[src/rtl/seven_seg_scan_ctrl.sv]
// Multiplexed seven-segment scan controller: slot prescaler, blank/drive sequencing,
// double-buffered display image committed on frame boundaries, optional blinking.
module seven_seg_scan_ctrl #(
  parameter int unsigned NUM_DIGITS   = 6,
  parameter int unsigned PRESCALE     = 50000,
  parameter int unsigned BLANK_CYCLES = 16,
  parameter int unsigned BLINK_FRAMES = 64
) (
  input  logic                      clk,
  input  logic                      reset,
  input  logic                      disp_valid,
  input  logic [4*NUM_DIGITS-1:0]   disp_data,
  input  logic [NUM_DIGITS-1:0]     disp_dp,
  output logic                      disp_ready,
  input  logic                      blink_en,
  output logic [2:0]                digit_sel,
  output logic [NUM_DIGITS-1:0]     digit_en,
  output logic [3:0]                nibble,
  output logic                      dp,
  output logic                      frame_start
);

  localparam int unsigned PW = (PRESCALE > 1) ? $clog2(PRESCALE) : 1;
  localparam int unsigned FW = (BLINK_FRAMES > 1) ? $clog2(BLINK_FRAMES) : 1;

  localparam logic [PW-1:0] PcntLast      = PW'(PRESCALE - 1);
  localparam logic [PW-1:0] PcntBlankLast = PW'(BLANK_CYCLES - 1);
  localparam logic [2:0]    DigitLast     = 3'(NUM_DIGITS - 1);
  localparam logic [FW-1:0] FrameLast     = FW'(BLINK_FRAMES - 1);

  typedef enum logic {StBlank, StDrive} state_e;

  state_e                  state_q, state_d;
  logic [PW-1:0]           pcnt_q, pcnt_d;
  logic [2:0]              sel_q, sel_d;
  logic [NUM_DIGITS-1:0]   en_q, en_d;
  logic [3:0]              nibble_q, nibble_d;
  logic                    dp_q, dp_d;
  logic                    fs_q, fs_d;
  logic [4*NUM_DIGITS-1:0] act_data_q, act_data_d;
  logic [NUM_DIGITS-1:0]   act_dp_q, act_dp_d;
  logic [4*NUM_DIGITS-1:0] shd_data_q, shd_data_d;
  logic [NUM_DIGITS-1:0]   shd_dp_q, shd_dp_d;
  logic                    pending_q, pending_d;
  logic                    ready_q, ready_d;
  logic                    phase_q, phase_d;
  logic [FW-1:0]           fcnt_q, fcnt_d;

  logic slot_end, frame_end, accept, commit;

  assign slot_end  = (pcnt_q == PcntLast);
  assign frame_end = slot_end && (sel_q == DigitLast);
  assign accept    = disp_valid && ready_q;
  // ready is low whenever pending is set, so accept and commit never coincide
  assign commit    = frame_end && pending_q;

  always_comb begin
    pcnt_d     = slot_end ? '0 : pcnt_q + 1'b1;
    sel_d      = sel_q;
    state_d    = state_q;
    act_data_d = act_data_q;
    act_dp_d   = act_dp_q;
    shd_data_d = shd_data_q;
    shd_dp_d   = shd_dp_q;
    pending_d  = pending_q;
    ready_d    = ready_q;
    fcnt_d     = fcnt_q;
    phase_d    = phase_q;
    nibble_d   = nibble_q;
    dp_d       = dp_q;
    en_d       = '0;
    fs_d       = frame_end;

    if (slot_end) begin
      sel_d = (sel_q == DigitLast) ? 3'd0 : sel_q + 3'd1;
    end

    case (state_q)
      StBlank: if (pcnt_q == PcntBlankLast) state_d = StDrive;
      StDrive: if (slot_end) state_d = StBlank;
      default: state_d = StBlank;
    endcase

    if (commit) begin
      act_data_d = shd_data_q;
      act_dp_d   = shd_dp_q;
      pending_d  = 1'b0;
      ready_d    = 1'b1;
    end
    if (accept) begin
      shd_data_d = disp_data;
      shd_dp_d   = disp_dp;
      pending_d  = 1'b1;
      ready_d    = 1'b0;
    end

    if (frame_end) begin
      if (fcnt_q == FrameLast) begin
        fcnt_d  = '0;
        phase_d = ~phase_q;
      end else begin
        fcnt_d = fcnt_q + 1'b1;
      end
    end

    // Post-commit buffer so the first digit of a new frame already shows the new image
    if (slot_end) begin
      for (int i = 0; i < NUM_DIGITS; i++) begin
        if (sel_d == 3'(i)) begin
          nibble_d = act_data_d[4*i +: 4];
          dp_d     = act_dp_d[i];
        end
      end
    end

    if (state_d == StDrive && !(blink_en && phase_q)) begin
      for (int i = 0; i < NUM_DIGITS; i++) begin
        en_d[i] = (sel_d == 3'(i));
      end
    end
  end

  always_ff @(posedge clk or posedge reset) begin
    if (reset) begin
      state_q    <= StBlank;
      pcnt_q     <= '0;
      sel_q      <= '0;
      en_q       <= '0;
      nibble_q   <= '0;
      dp_q       <= 1'b0;
      fs_q       <= 1'b0;
      act_data_q <= '0;
      act_dp_q   <= '0;
      shd_data_q <= '0;
      shd_dp_q   <= '0;
      pending_q  <= 1'b0;
      ready_q    <= 1'b1;
      phase_q    <= 1'b0;
      fcnt_q     <= '0;
    end else begin
      state_q    <= state_d;
      pcnt_q     <= pcnt_d;
      sel_q      <= sel_d;
      en_q       <= en_d;
      nibble_q   <= nibble_d;
      dp_q       <= dp_d;
      fs_q       <= fs_d;
      act_data_q <= act_data_d;
      act_dp_q   <= act_dp_d;
      shd_data_q <= shd_data_d;
      shd_dp_q   <= shd_dp_d;
      pending_q  <= pending_d;
      ready_q    <= ready_d;
      phase_q    <= phase_d;
      fcnt_q     <= fcnt_d;
    end
  end

  assign disp_ready  = ready_q;
  assign digit_sel   = sel_q;
  assign digit_en    = en_q;
  assign nibble      = nibble_q;
  assign dp          = dp_q;
  assign frame_start = fs_q;

endmodule

[config.mk]
export PLATFORM = sky130hd
export DESIGN_NAME = seven_seg_scan_ctrl
export DESIGN_NICKNAME = d
export VERILOG_FILES = /design/src/rtl/seven_seg_scan_ctrl.sv
export SDC_FILE = /design/constraint.sdc
export NUM_CORES = 1
export LEC_CHECK = 0
export BUFFER_PORTS_ARGS = -buffer_cell sky130_fd_sc_hd__buf_2
export CORE_MARGIN = 1.5
export CORE_UTILIZATION = 53
export DETAILED_ROUTE_END_ITERATION = 7
export GPL_TIMING_DRIVEN = 0
export PLACE_DENSITY_LB_ADDON = 0.12
export SYNTH_ARGS = -nofsm -noshare
export SYNTH_HDL_FRONTEND = slang
export SYNTH_SLANG_ARGS = --single-unit
[constraint.sdc]
create_clock -name clk -period 7.4 [get_ports clk]
set_clock_uncertainty 0.15 [all_clocks]
set_input_delay 1.48 -clock clk [delete_from_list [all_inputs] [get_ports clk]]
set_output_delay 1.48 -clock clk [all_outputs]
set_load 0.02 [all_outputs]
# [After elaboration in Yosys (flattened, before gate mapping)]
# Index checks and enable logic that the tools add are counted.
[word_totals] romBits=0 register_bits=101 output_inout_bits=16 ramBits=0 memories=0 inputBits=34 latch_bits=0
[op_classes] eq_ne=9 div=0 add_sub_neg=3 n_bitwise=2 n_reduce_logical=11 magnitude_cmp=0 n_mul=0 shifts=0 muxes=26
[ops] op="$mux 24" count=1
[ops] op="$mux 4" count=6
[ops] op="$mux 6" count=3
[ops] op="$add 16x1->16 const B" count=1
[ops] op="$eq 16x16->1 const B" count=1
[ops] op="$eq 16x4->1 const B" count=1
[ops] op="$mux 16" count=1
[ops] op="$mux 1" count=12
[ops] op="$eq 3x3->1 const B" count=3
[ops] op="$add 6x1->6 const B" count=1
[ops] op="$eq 3x2->1 const B" count=2
[ops] op="$eq 6x6->1 const B" count=1
[ops] op="$mux 3" count=2
[ops] op="$reduce_bool 6->1" count=1
[ops] op="$logic_and 1x1->1" count=5
[ops] op="$reduce_and 2->1" count=2
[ops] op="$add 3x1->3 const B" count=1
[ops] op="$eq 3x1->1 const B" count=1
[ops] op="$logic_not 3->1" count=1
[ops] op="$not 1->1" count=2
[ops] op="$pmux 1 s2" count=1
[ops] op="$reduce_bool 2->1" count=1
[ops] op="$logic_not 1->1" count=1

# [Depth between registers and ports, before layout]
# Gate-level depths: netlist (run 1).
[logic_depth] depth_word=10 ltp_mapped=9 mapped_depth_nobuf=7

# [Worst setup path before layout (run 1)]
# Ideal clock, no wire load.
[synth_timing] path_kind="input-to-reg" start="in disp_valid" end="reg shd_data_q[10]" setup_ns=0.125 t_arrival_ns=2.283 stages=3 required_time_ns=7.125 slack_ns=4.842 n_path_buf=1 cell_sequence="nand2_1 > clkbuf_1 > mux2_2"
[synth_between] elab_chain_cells=1
[synth_lines] element="start, declared" line_no="11" rtl="input logic disp_valid,"
[synth_lines] element="$logic_and 1x1->1" line_no="53" rtl="assign accept = disp_valid && ready_q;"
[synth_lines] element="end signal, assigned" line_no="150" rtl="shd_data_q <= shd_data_d;"
[synth_lines] element="end, declared" line_no="42" rtl="logic [4*NUM_DIGITS-1:0] shd_data_q, shd_data_d;"
# Every way passes these cells.
# A chain may end at the register's enable or synchronous reset.

# [Worst setup path in the final report (run 1)]
[layout_timing] start="reg ready_q (netlist: disp_ready)" end="out disp_ready"
[layout_lines] element="start, declared" line_no="45" rtl="logic ready_q, ready_d;"
[layout_lines] element="start signal, assigned" line_no="153" rtl="ready_q <= ready_d;"
[layout_lines] element="end, declared" line_no="14" rtl="output logic disp_ready,"
# No word-level cell between the ends.

==> results of run 1 <==
[power breakdown]
| group | total [µW] | internal [µW] | switching (µW) |
|---|---|---|---|
| combinational | 38.5 | 21.4 | 17.2 |
| clock | 338 | 133 | 205 |
| sequential | 581 | 571 | 10.5 |
[cell families (layout without fill, tap and decap cells)]
logic type	count (synthesis)	after routing
simple gates	102	102
flops	101	101
mux	61	61
compound gates	52	52
buf+inv	28	94
xor+xnor	18	18
fa+ha+maj	2	2
[metal layers]
layer  routed length [µm]  vias to the layer above  share of wire  track usage
met5                    0                        -              0            0
met4                  112                        0          0.013       0.0585
met3                  358                       10          0.043       0.0531
met2                 4070                       72           0.48        0.339
met1                 3860                     1480           0.46        0.281
li1                     -                     1428              -            -
[cells in the final DEF, fill, tap and decap left out, types with 3 or more instances in the layout]
cell	synthesis	layout
dfrtp_1	100	100
mux2_2	56	56
buf_2	3	52
nor2_1	27	27
nand2_1	23	23
nand3_1	14	14
clkbuf_1	10	11
o21ai_0	11	11
xnor2_1	10	10
a21oi_1	10	10
clkbuf_8	0	9
inv_1	9	8
nor3_1	8	8
xor2_1	8	8
and3_1	6	6
mux2i_1	5	5
a211oi_1	5	5
a22oi_1	4	4
o221ai_1	4	4
nand4_1	3	3
a21o_1	3	3
nand2b_1	3	3
nor4_1	3	3
o221a_2	3	3
[flip-flops by register name, summed over array words and instances (netlist names)]
register and count:
act_data_q 24, pcnt_q 16, fcnt_q 6, disp_ready 1
shd_dp_q 6, digit_en 6, state_q 1, dp 1
nibble 4, shd_data_q 24, frame_start 1, digit_sel 3
act_dp_q 6, phase_q 1, pending_q 1
[worst max-delay path by stage]
stage	from	depth (start not counted)	endpoint
CTS	disp_ready$_DFFE_PP1P_	1	disp_ready
global route	digit_sel[0]$_DFF_PP0_	7	nibble[3]$_DFFE_PP0P_
finish	disp_ready$_DFFE_PP1P_	1	disp_ready
floorplan	reset	1	act_data_q[0]$_DFF_PP0_
global placement	reset	2	fcnt_q[2]$_DFFE_PP0N_
detailed placement	disp_valid	4	shd_dp_q[2]$_DFFE_PP0P_
[cell type report]
class | count | area [µm²] | area share
Tap cell | 105 | 131 | 0.0262
Clock inverter | 6 | 65.1 | 0.0130
Inverter | 10 | 40.0 | 0.00797
Multi-Input combinational cell | 235 | 1770 | 0.353
Clock buffer | 10 | 128 | 0.0254
Buffer | 18 | 86.3 | 0.0172
Sequential cell | 101 | 2530 | 0.503
Timing Repair Buffer | 50 | 273 | 0.0543
[per-stage QoR]
step                       util  worst slack, ns  cells
after global routing      0.618             4.55    535
after detailed placement  0.594             4.49    519
final                     0.618             4.69    535
after CTS                 0.618             4.67    535
after global placement    0.590             2.06    518
after floorplan               -             3.12    364
[synth_stat cells (2+ instances only)]
master / instances
buf_4: 2
nor4_1: 3
nor3_4: 2
a211oi_1: 5
buf_1: 2
ha_1: 2
inv_1: 9
o31ai_1: 2
nor3_1: 8
and2_1: 2
nand3_1: 14
mux2_2: 56
clkbuf_1: 10
xnor2_1: 10
mux2i_1: 5
a21o_1: 3
nand2_1: 23
xor2_1: 8
o221ai_1: 4
nand4_1: 3
a22oi_1: 4
nor2b_1: 2
a2bb2oi_1: 2
nand2b_1: 3
dfrtp_1: 100
nor2_1: 27
or4_1: 2
o21ai_0: 11
o22ai_1: 2
and3_1: 6
o221a_2: 3
a21oi_1: 10
buf_2: 3
==> metrics.cfg, run 1 <==
[global_route]
grt_pass1_vias = 2960
grt_pass1_wl_um = 14300
grt-ovfl-total = 0
track_usage = 0.209
antenna_found_initial = 0
grt_start_max_net_pins = 69

[routing]
drcViolationCount = 0
wirelength_um = 8400
drtPass1Iterations = 4
wl_per_cell_um = 15.7
viasPerCell = 5.59
num_vias = 2990
drtIter0Drc = 173
ant_nets = 0

[finish]
fill_cells = 680
syn2layout_area_growth_pct = 13.5
stdcell_area_mm2 = 0.00502
diodes = 0
finalNetCount = 461
drive_above_1_share = 0.319

[timing]
finalCritPeriodShare = 0.367
period_needed_ns = 2.71
final.setup.tns_ns = 0
hold_violations = 0
setup_viol = 0
rsz0062_at_grt = no
slew_viol_final = 0
hold_slack_ns = 0.327
worstMarginPinSlew_ns = 0.751
slew_headroom = 0.498
max_clock_freq_mhz = 369

[logic_synthesis]
yosys_register_bits = 101
synth-async-reset-ratio = 1.00
synth_xor_area_frac = 0.0356
synthMuxAreaShare = 0.154
yosys.area_share.simple = 0.123
ys.flop_type = dfrtp_1
synthesis.nets = 400
ys_seq_area_frac = 0.572
synth_adder_area_share = 0.00566
syn-instance-count = 364
syn_area_mm2 = 0.00442
synth_edf_count = 0
yosysTopAreaCell = dfrtp_1
synthTopCellsByArea = dfrtp_1, mux2_2, nor2_1
synthDominantCellAreaShare = 0.566
synth_cell_types = 49
ys_warn_count = 0
synth_compound_area_frac = 0.0826
syn_area_per_cell_um2 = 12.2
synth_top_family_by_area = multiplexers

[pwr]
p_per_area_mw_per_mm2 = 191
total_power_uw = 958
peakVddDrop_mv = 0.130
p_leak_uw = 0.00245

[clocking]
clock_sinks = 101
clockBufferDepth = 2
clock_latency_ns = 0.37
cts_setup_buffers = 0
cts_root_buf = clkbuf_8
cts_tree = built
clk_pin_slew_ns = 0.10
numCtsBuffers = 9
cts_resized = 0
htree_levels = 3
hold_buffers = 0

[place]
io_buffers = 49
dpl_cell_area_mm2 = 0.00483
hpwlAfterDp_um = 6110
routabilityCongestion = 0.836

[setup_path]
worstSetupPathType = flop to primary output
arrival_ns = 1.08
r2r_end = nibble[3]$_DFFE_PP0P_
crit_required_ns = 5.77
path_max_fanout = 4
r2r_cells = 7
worstReg2RegStart = digit_sel[0]$_DFF_PP0_
slowest_stage = dfstp_2
crit_chain = buf_2
slowest_delay_ns = 0.56
cpLargestDelayFamily = flip-flops
setup.worst_path.end_class = primary output
critPathBufInv = 1
startpoint_type = flop
r2r_setup_slack_ns = 4.83

[min_path]
min_path_type = flop to flop
worstHoldEndpoint = phase_q$_DFFE_PP0P_
hold_depth = 1
hp-start = phase_q$_DFFE_PP0P_

[floorplanning]
initial_utilization = 0.544
die_area_mm2 = 0.00890
io_pins = 50
core_area_mm2 = 0.00813
rows = 33
die_w_um = 94.4
die_h_um = 94.4

[run_status]
status = finished, final reports clean

[run]
cap_violations = 0

Note: power is estimated with default switching activity, not from simulation.
==> run 2, diff against run 1 <==
- ABC_AREA: not set -> 1
- clock period: 7.4 -> 2.48 ns (I/O delays scaled with it)
==> run 2 against run 1 <==
  * Clock power rose to 3.4 times the previous value
  * Routed wire length rose by 13%
  * Largest cell class unchanged
  * First-iteration DRC count increased by 9.2%
  * Largest power group unchanged
  * Hold slack got worse by 0.30 ns
==> metrics.cfg, run 2 <==
[clocking]
htree_levels = 3
clockBufferDepth = 2
clock_latency_ns = 0.36
cts_tree = built
clk_pin_slew_ns = 0.10
numCtsBuffers = 9
hold_buffers = 0
clock_sinks = 101
cts_root_buf = clkbuf_8

[routing]
num_vias = 3626
wl_per_cell_um = 12.8
wirelength_um = 9490
viasPerCell = 4.91
drtPass1Iterations = 4
drtIter0Drc = 189
drcViolationCount = 0
ant_nets = 0

[global_route]
antenna_found_initial = 0
grt-ovfl-total = 0
grt_start_max_net_pins = 41
grt_pass1_wl_um = 17200
track_usage = 0.224
grt_pass1_vias = 3712

[setup_path]
critPathLaunch = pcnt_q[0]$_DFF_PP0_
cp-endpoint = nibble[0]$_DFFE_PP0P_
setup.worst_path.end_class = flop
startpoint_type = flop
path_max_fanout = 10
r2r_setup_slack_ns = 0.22
worstSetupPathType = flop to flop
arrival_ns = 2.36
r2r_cells = 13
r2r_end = nibble[0]$_DFFE_PP0P_
crit_required_ns = 2.58
worstReg2RegStart = pcnt_q[0]$_DFF_PP0_

[timing]
worstMarginPinSlew_ns = 0.710
hold_violations = 0
slew_headroom = 0.523
rsz0062_at_grt = no
slew_viol_final = 0
period_needed_ns = 2.26
final.setup.tns_ns = 0
setup_viol = 0
finalCritPeriodShare = 0.911
hold_slack_ns = 0.0283
max_clock_freq_mhz = 443

[place]
dp.cells = 722
hpwlAfterDp_um = 7160
routabilityCongestion = 0.839
io_buffers = 49

[finish]
final_util = 0.622
mostFrequentLayoutCells = nand2_1, dfrtp_1, buf_2, inv_1, nor2_1
reg_top3 = act_data_q (24), shd_data_q (24), pcnt_q (16)
diodes = 0
layoutNonFillerInstCount = 739
syn2layout_area_growth_pct = 13.8
finalNetCount = 662
final_common_cell = nand2_1
drive_above_1_share = 0.214
fill_cells = 773

[logic_synthesis]
yosys_register_bits = 101
syn-instance-count = 563
synthTopCellsByArea = dfrtp_1, nand2_1, inv_1
syn_area_per_cell_um2 = 8.47
synthesis.nets = 599
ys_warn_count = 0
synth_common_cells = nand2_1, dfrtp_1, inv_1
synth-async-reset-ratio = 1.00
yosysTopAreaCell = dfrtp_1
synth_edf_count = 0
synthDominantCellAreaShare = 0.525
synth.most_common_cell = nand2_1
ys.flop_type = dfrtp_1
synth_cell_types = 36
syn_area_mm2 = 0.00477
ys_seq_area_frac = 0.531

[pwr]
seq_power_share = 0.576
switching_share = 0.205
clkPwrFrac = 0.401
p_per_area_mw_per_mm2 = 526
internal-power_uw = 2270
p_leak_uw = 0.00309
peakVddDrop_mv = 0.306
combPwrFrac = 0.022
power.switching_uw = 587

[floorplanning]
die_h_um = 97.8
io_pins = 50
die_area_mm2 = 0.00957
core_area_mm2 = 0.00872
initial_utilization = 0.546
rows = 34
die_w_um = 97.8

[min_path]
min_path_type = primary input to asynchronous set/reset pin

[run_status]
status = finished, final reports clean

[run]
cap_violations = 0

## run 2: cell count changes in the layout (fill, tap and decap cells not counted), sizes merged, moves of 5 or more
cell and change:
mux2 -56, nand2 +187, a31oi +6, inv +55, nor2 +25, xnor2 -9, and3 -6, o21ai +17
a211oi -5, nand3 +26
## run 2: timing repair
action                                  4_1_cts  5_1_grt
gates resized for setup                       0        2
buffers inserted                              0        1
endpoints found under the setup margin        0        3
## run 2: kinds of logic after synthesis
kind of cell,Yosys count,synth area share
AOI/OAI and AO/OA,52,0.0599
muxes,1,0.00210
and+or+nand+nor,316,0.316
xor gates and xnor gates,7,0.0129
buffers and inverters,84,0.0732
adders and majority gates,2,0.00525
DFF,101,0.531
## run 2: worst max-delay path, stage by stage, from the launching register on
cell and delay, ns:
dfrtp_1 0.38, ha_2 0.24, nand3_4 0.13, nor2_4 0.23
nand4_4 0.16, buf_6 0.19, nand2_1 0.06, nand2_1 0.08
a21oi_1 0.17, nand2_1 0.10, nand2_1 0.09, nand2_1 0.06
nand2_1 0.06, nand2_1 0.05
## run 2: metrics by stage
stage	cell area [µm²]	setup WS (ns)	power, µW
finish	5430	0.220	2860
global route	5430	0.00415	2970
CTS	5410	0.163	2890
detailed placement	5190	0.196	1740
global placement	5150	-0.0311	1740
floorplan	4770	0.486	1700
## run 2: final cells by class
class	count	area, µm²	area share
plain buffers	14	86.3	0.0159
clock buffers	11	141	0.0261
clock inverters	5	81.3	0.0150
inverters	70	267	0.0491
multi-input cells	378	1890	0.349
flip-flops and latches	101	2530	0.466
well taps	108	135	0.0249
repair buffers	52	293	0.0540
## run 2: metal layers
| metal | track usage | vias up | wire [µm] |
|---|---|---|---|
| li1 | - | 1887 | - |
| met1 | 0.321 | 1621 | 4620 |
| met2 | 0.338 | 97 | 4100 |
| met3 | 0.0429 | 21 | 562 |
| met4 | 0.0912 | 0 | 215 |
| met5 | 0 | - | 0 |
## run 2: power groups by stage
stage | Sequential [µW] | Combinational, µW | Clock (µW)
after floorplan | 1680 | 24.3 | 0
after global placement | 1680 | 57.8 | 0
after detailed placement | 1680 | 66.7 | 0
after CTS | 1650 | 66.9 | 1180
after global routing | 1650 | 74.8 | 1250
final | 1650 | 63.5 | 1150
## run 2: worst min-delay path by stage
stage	start	end	cells after the start
2_1_floorplan	pcnt_q[0]$_DFF_PP0_	pcnt_q[0]$_DFF_PP0_	1
3_3_place_gp	pcnt_q[0]$_DFF_PP0_	pcnt_q[0]$_DFF_PP0_	1
3_5_place_dp	pcnt_q[0]$_DFF_PP0_	pcnt_q[0]$_DFF_PP0_	1
4_1_cts	reset	fcnt_q[2]$_DFFE_PP0N_	2
5_1_grt	reset	fcnt_q[4]$_DFFE_PP0N_	2
6_report	reset	fcnt_q[4]$_DFFE_PP0N_	2
